===== src/rtl/acc_write_arbiter.sv =====
// Two-requester write-port arbiter for the 32-bit accumulator register.
// Round-robin on ties, registered one-cycle CE/WE strobe, per-requester ack pulse.
module acc_write_arbiter #(
    parameter int unsigned WIDTH = 32,
    parameter int unsigned CNT_W = 8
) (
    input  logic             clk,
    input  logic             rst,
    input  logic             req0,
    input  logic [WIDTH-1:0] din0,
    output logic             ack0,
    input  logic             req1,
    input  logic [WIDTH-1:0] din1,
    output logic             ack1,
    output logic             ram_ce,
    output logic             ram_we,
    output logic [WIDTH-1:0] ram_di,
    output logic             busy,
    output logic             last_grant,
    output logic [CNT_W-1:0] wr_count
);

    typedef enum logic [1:0] {StIdle, StWrite, StAck} state_e;

    state_e             r_state, w_state_d;
    logic [WIDTH-1:0]   r_hold, w_hold_d;
    logic               r_winner, w_winner_d;
    logic               r_last_grant, w_last_grant_d;
    logic               r_ack0, w_ack0_d;
    logic               r_ack1, w_ack1_d;
    logic               r_strobe, w_strobe_d;
    logic [CNT_W-1:0]   r_count, w_count_d;
    logic               w_pick;

    // Lone requester wins outright; on a tie the side not granted last time wins.
    assign w_pick = (req0 && req1) ? ~r_last_grant : req1;

    always_comb begin
        w_state_d      = r_state;
        w_hold_d       = r_hold;
        w_winner_d     = r_winner;
        w_last_grant_d = r_last_grant;
        w_ack0_d       = 1'b0;
        w_ack1_d       = 1'b0;
        w_strobe_d     = 1'b0;
        w_count_d      = r_count;
        unique case (r_state)
            StIdle: begin
                if (req0 || req1) begin
                    w_winner_d = w_pick;
                    w_hold_d   = w_pick ? din1 : din0;
                    w_strobe_d = 1'b1;
                    w_state_d  = StWrite;
                end
            end
            StWrite: begin
                w_ack0_d       = ~r_winner;
                w_ack1_d       = r_winner;
                w_last_grant_d = r_winner;
                w_count_d      = r_count + CNT_W'(1);
                w_state_d      = StAck;
            end
            StAck: begin
                w_state_d = StIdle;
            end
            default: begin
                w_state_d = StIdle;
            end
        endcase
    end

    always_ff @(posedge clk or posedge rst) begin
        if (rst) begin
            r_state      <= StIdle;
            r_hold       <= '0;
            r_winner     <= 1'b0;
            r_last_grant <= 1'b1;
            r_ack0       <= 1'b0;
            r_ack1       <= 1'b0;
            r_strobe     <= 1'b0;
            r_count      <= '0;
        end else begin
            r_state      <= w_state_d;
            r_hold       <= w_hold_d;
            r_winner     <= w_winner_d;
            r_last_grant <= w_last_grant_d;
            r_ack0       <= w_ack0_d;
            r_ack1       <= w_ack1_d;
            r_strobe     <= w_strobe_d;
            r_count      <= w_count_d;
        end
    end

    assign ack0       = r_ack0;
    assign ack1       = r_ack1;
    assign ram_ce     = r_strobe;
    assign ram_we     = r_strobe;
    assign ram_di     = r_hold;
    assign busy       = (r_state != StIdle);
    assign last_grant = r_last_grant;
    assign wr_count   = r_count;

endmodule


===== config.mk =====
export PLATFORM = sky130hd
export DESIGN_NAME = acc_write_arbiter
export DESIGN_NICKNAME = d
export VERILOG_FILES = /design/src/rtl/acc_write_arbiter.sv
export SDC_FILE = /design/constraint.sdc
export NUM_CORES = 1
export LEC_CHECK = 0
export BUFFER_PORTS_ARGS = -buffer_cell sky130_fd_sc_hd__buf_2
export CAP_MARGIN = 25
export CORE_AREA = 8 8 82 84
export CTS_CLUSTER_DIAMETER = 40
export DETAILED_ROUTE_END_ITERATION = 6
export DIE_AREA = 0 0 90 92
export PLACE_DENSITY = 0.78
export SLEW_MARGIN = 20
export SYNTH_ARGS = -nofsm -noshare
export SYNTH_HDL_FRONTEND = slang
export SYNTH_SLANG_ARGS = --single-unit

===== constraint.sdc =====
create_clock -name clk -period 2 [get_ports clk]
set_input_delay 0.1 -clock clk [delete_from_list [all_inputs] [get_ports clk]]
set_output_delay 0.1 -clock clk [all_outputs]
set_load 0.05 [all_outputs]

==> summary.json <==
{
  "path_cells": {"value": "a21bo_2, buf_12, mux2_2, mux2_2"},
  "finalCritPeriodShare": {"value": 86.1, "unit": "%"},
  "fmaxAchievable": {"value": 581, "unit": "MHz"},
  "setup_viol": {"value": 0},
  "commonest_non_fill_non_tap_cells_in_the_layout": {"value": "sky130_fd_sc_hd__buf_2, sky130_fd_sc_hd__mux2_4, sky130_fd_sc_hd__dfrtp_1"},
  "clk_pin_slew": {"value": 0.08, "unit": "ns"},
  "synth_mux_area_share": {"value": 39.7, "unit": "%"},
  "synth_cell_type_count": {"value": 23},
  "antenna_cells_inserted": {"value": 0},
  "synth_compound_gate_area_share": {"value": 1.29, "unit": "%"},
  "die_x": {"value": 90, "unit": "um"},
  "gp_congestion": {"value": 0.683},
  "seqPwrFrac": {"value": 28.7, "unit": "%"},
  "dp_hpwl": {"value": 4320, "unit": "um"},
  "cts.htree.levels": {"value": 2},
  "die_area": {"value": 8280, "unit": "um2"},
  "drt_pre_antenna_iters": {"value": 2},
  "groute.layer.met3.usage": {"value": 5.46, "unit": "%"},
  "timing_worst_slew_pin_value": {"value": 0.599, "unit": "ns"},
  "hold_viol": {"value": 0},
  "hold_buffers": {"value": 1},
  "synthSimpleGateAreaFrac": {"value": 2.95, "unit": "%"},
  "grt.overflow.total": {"value": 0},
  "latest_clock_arrival_within_the_worst_skew_pair": {"value": 0.29, "unit": "ns"},
  "worstPathBufferInverterCount": {"value": 1},
  "numPlacedInstances": {"value": 329},
  "placement.setup.worst_slack": {"value": 0.289, "unit": "ns"},
  "portion_of_total_power_attributed_to_the_clock_network": {"value": 11.1, "unit": "%"},
  "combinational_family_with_the_most_area_after_synthesis": {"value": "multiplexers"},
  "setup_repair_after_global_routing_missed_its_margin": {"value": "false"},
  "cts-resized-gates": {"value": 0},
  "cts_tree": {"value": "built"},
  "detail_route.wl_per_cell": {"value": 16.7, "unit": "um"},
  "cp.arrival": {"value": 1.89, "unit": "ns"},
  "power_switching": {"value": 2.93, "unit": "mW"},
  "cts_buffers": {"value": 5},
  "area_growth_from_synthesis_to_layout": {"value": 29.8, "unit": "%"},
  "worstSetupPathDepth": {"value": 4},
  "totalWireLength": {"value": 5630, "unit": "um"},
  "yosys_register_bits": {"value": 47},
  "worst_setup_path_end_kind": {"value": "register"},
  "slowest_delay": {"value": 0.55, "unit": "ns"},
  "post-cts-setup-buffer-count": {"value": 0},
  "comb_power_share": {"value": 60.2, "unit": "%"},
  "final_core_util": {"value": 58.1, "unit": "%"},
  "num_rows": {"value": 27},
  "sink_count": {"value": 47},
  "antenna_found_initial": {"value": 0},
  "final.setup.worst_slack": {"value": 0.278, "unit": "ns"},
  "crit_path_top_delay_cell": {"value": "sky130_fd_sc_hd__dfstp_2"},
  "crit_family": {"value": "multiplexers"},
  "placement.cell_area": {"value": 3030, "unit": "um2"},
  "routed_via_density": {"value": 4.79},
  "wire_length_of_the_first_global_routing_pass": {"value": 9290, "unit": "um"},
  "finClkSkew": {"value": 0.00674, "unit": "ns"},
  "power.static_leakage": {"value": 1.68, "unit": "nW"},
  "syn_nets": {"value": 219},
  "top_usage_layer": {"value": "met2"},
  "yosysWarningCount": {"value": 0},
  "non_filler_cells_in_the_finished_layout": {"value": 338},
  "cells_after_synth": {"value": 150},
  "io_buffer_count": {"value": 113},
  "worst_path_most_repeated_cell": {"value": "sky130_fd_sc_hd__mux2_2"},
  "crit_path_start_kind": {"value": "register"},
  "critPathRequiredTime": {"value": 2.17, "unit": "ns"},
  "layout.cells.most_common": {"value": "sky130_fd_sc_hd__buf_2"},
  "fp.dieH": {"value": 92, "unit": "um"},
  "yosysSeqAreaShare": {"value": 48.6, "unit": "%"},
  "period_minus_slack": {"value": 1.72, "unit": "ns"},
  "cts.path.max_buffers": {"value": 2},
  "vdd_ir_drop_max": {"value": 1.07, "unit": "mV"},
  "internal_power": {"value": 3.08, "unit": "mW"},
  "synth-adder-area-share": {"value": 0.517, "unit": "%"},
  "detailroute.via_count": {"value": 1619},
  "fin_area": {"value": 3140, "unit": "um2"},
  "postSynthAreaPerCell": {"value": 16.1, "unit": "um2"},
  "min-delay-path-class": {"value": "in2reg"},
  "critPathKind": {"value": "reg2reg"},
  "vias_in_the_first_global_route": {"value": 1967},
  "floorplan.io_pins": {"value": 114},
  "maxSlewViolCount": {"value": 0},
  "num-fill-cells": {"value": 471},
  "clockRootBuffer": {"value": "sky130_fd_sc_hd__clkbuf_8"},
  "largest_net_degree_at_the_start_of_global_routing": {"value": 48},
  "p_sw_share": {"value": 48.8, "unit": "%"},
  "drive_above_1_share": {"value": 72.6, "unit": "%"},
  "worst-path-max-fanout": {"value": 33},
  "post_detailed_route_drc_marker_count": {"value": 0},
  "synth_xor_xnor_area_share": {"value": 2.53, "unit": "%"},
  "r2r.worst_path.cells": {"value": 4},
  "gr-usage-met1": {"value": 15.1, "unit": "%"},
  "worstHoldPathCells": {"value": 2},
  "initial_core_utilization": {"value": 44.8, "unit": "%"},
  "drv.max_cap_violation_count": {"value": 0},
  "slew_headroom": {"value": 60.1, "unit": "%"},
  "route.antenna.remaining_nets": {"value": 0},
  "final.setup.tns": {"value": 0, "unit": "ns"},
  "syn_area": {"value": 2420, "unit": "um2"},
  "core_area": {"value": 5410, "unit": "um2"},
  "status": {"value": "finished clean"},
  "met2_usage": {"value": 23.8, "unit": "%"},
  "drt_first_iter_violations": {"value": 38},
  "power-per-cell-area": {"value": 1920, "unit": "nW/um2"},
  "grt.total_usage": {"value": 13.6, "unit": "%"},
  "nets": {"value": 334}
}
[sequential cells by signal, summed over array words and instances (netlist names)]
signal / flops
ack0: 1
ack1: 1
last_grant: 1
r_state: 2
r_winner: 1
ram_ce: 1
ram_di: 32
wr_count: 8
[power groups by stage]
stage / registers [mW] / logic, mW / clock network, mW
after global routing: 1.79 / 3.79 / 0.728
after global placement: 1.71 / 3.62 / 0
after CTS: 1.73 / 3.67 / 0.694
after floorplan: 3.20 / 1.45 / 0
after detailed placement: 1.73 / 3.66 / 0
final: 1.73 / 3.62 / 0.669
[worst reg2reg max path: stages (launching register included)]
cell,delay (ns)
sky130_fd_sc_hd__dfstp_2,0.55
sky130_fd_sc_hd__a21bo_2,0.16
sky130_fd_sc_hd__buf_12,0.25
sky130_fd_sc_hd__mux2_2,0.38
sky130_fd_sc_hd__mux2_2,0.27
[final timing paths]
path                              from     endpoint  slack, ns
hold / removal                    req0   r_state[0]       0.06
max in group asynchronous          rst    ram_di[8]       1.08
min in group asynchronous          rst    ram_di[2]       0.51
setup / recovery            last_grant   ram_di[24]       0.28
hold reg to reg            wr_count[7]  wr_count[7]       0.47
setup reg to reg            last_grant   ram_di[24]       0.28
[cell usage after synthesis (all sizes together)]
cell type | number | area [um2]
mux2 | 66 | 961
dfrtp | 46 | 1150
buf | 9 | 91.3
xnor2 | 6 | 52.6
nand4 | 4 | 25.0
inv | 3 | 11.3
and2 | 2 | 12.5
nand2 | 2 | 7.51
o21a | 2 | 15.0
a21bo | 1 | 10.0
and3 | 1 | 6.26
and4b | 1 | 10.0
clkbuf | 1 | 3.75
dfstp | 1 | 26.3
ha | 1 | 12.5
nor2 | 1 | 3.75
nor2b | 1 | 6.26
o22ai | 1 | 6.26
xor2 | 1 | 8.76
[area by class of cell]
type                            count  area [um2]  area share, %
Inverter                            3        11.3          0.358
Clock inverter                      1        30.0          0.956
Sequential cell                    47        1180           37.5
Timing Repair Buffer              118         618           19.7
Clock buffer                        7        76.3           2.43
Multi-Input combinational cell     90        1140           36.2
Tap cell                           72        90.1           2.87
[per-stage QoR]
step / power [mW] / hold WS [ns]
after CTS: 6.09 / 0.0475
after detailed placement: 5.39 / 0.301
after global routing: 6.31 / 0.0522
after floorplan: 4.65 / 0.217
final: 6.02 / 0.0581
after global placement: 5.33 / 0.285
[logic make-up (layout without fill, tap and decap cells)]
| family | Yosys count | count (layout) |
|---|---|---|
| AO/OA/AOI/OAI | 4 | 4 |
| XOR/XNOR | 7 | 7 |
| adder cells (fa/ha/maj) | 1 | 1 |
| buffers and inverters | 13 | 129 |
| flip-flops | 47 | 47 |
| multiplexers | 66 | 66 |
| AND/OR/NAND/NOR | 12 | 12 |
[metal layers]
metal | vias up | part of all wire, %
met1 | 792 | 40
met2 | 67 | 51
met5 | - | 0
met4 | 0 | 0.91
li1 | 754 | -
met3 | 6 | 7.5
Power figures use the tool's default switching activity.
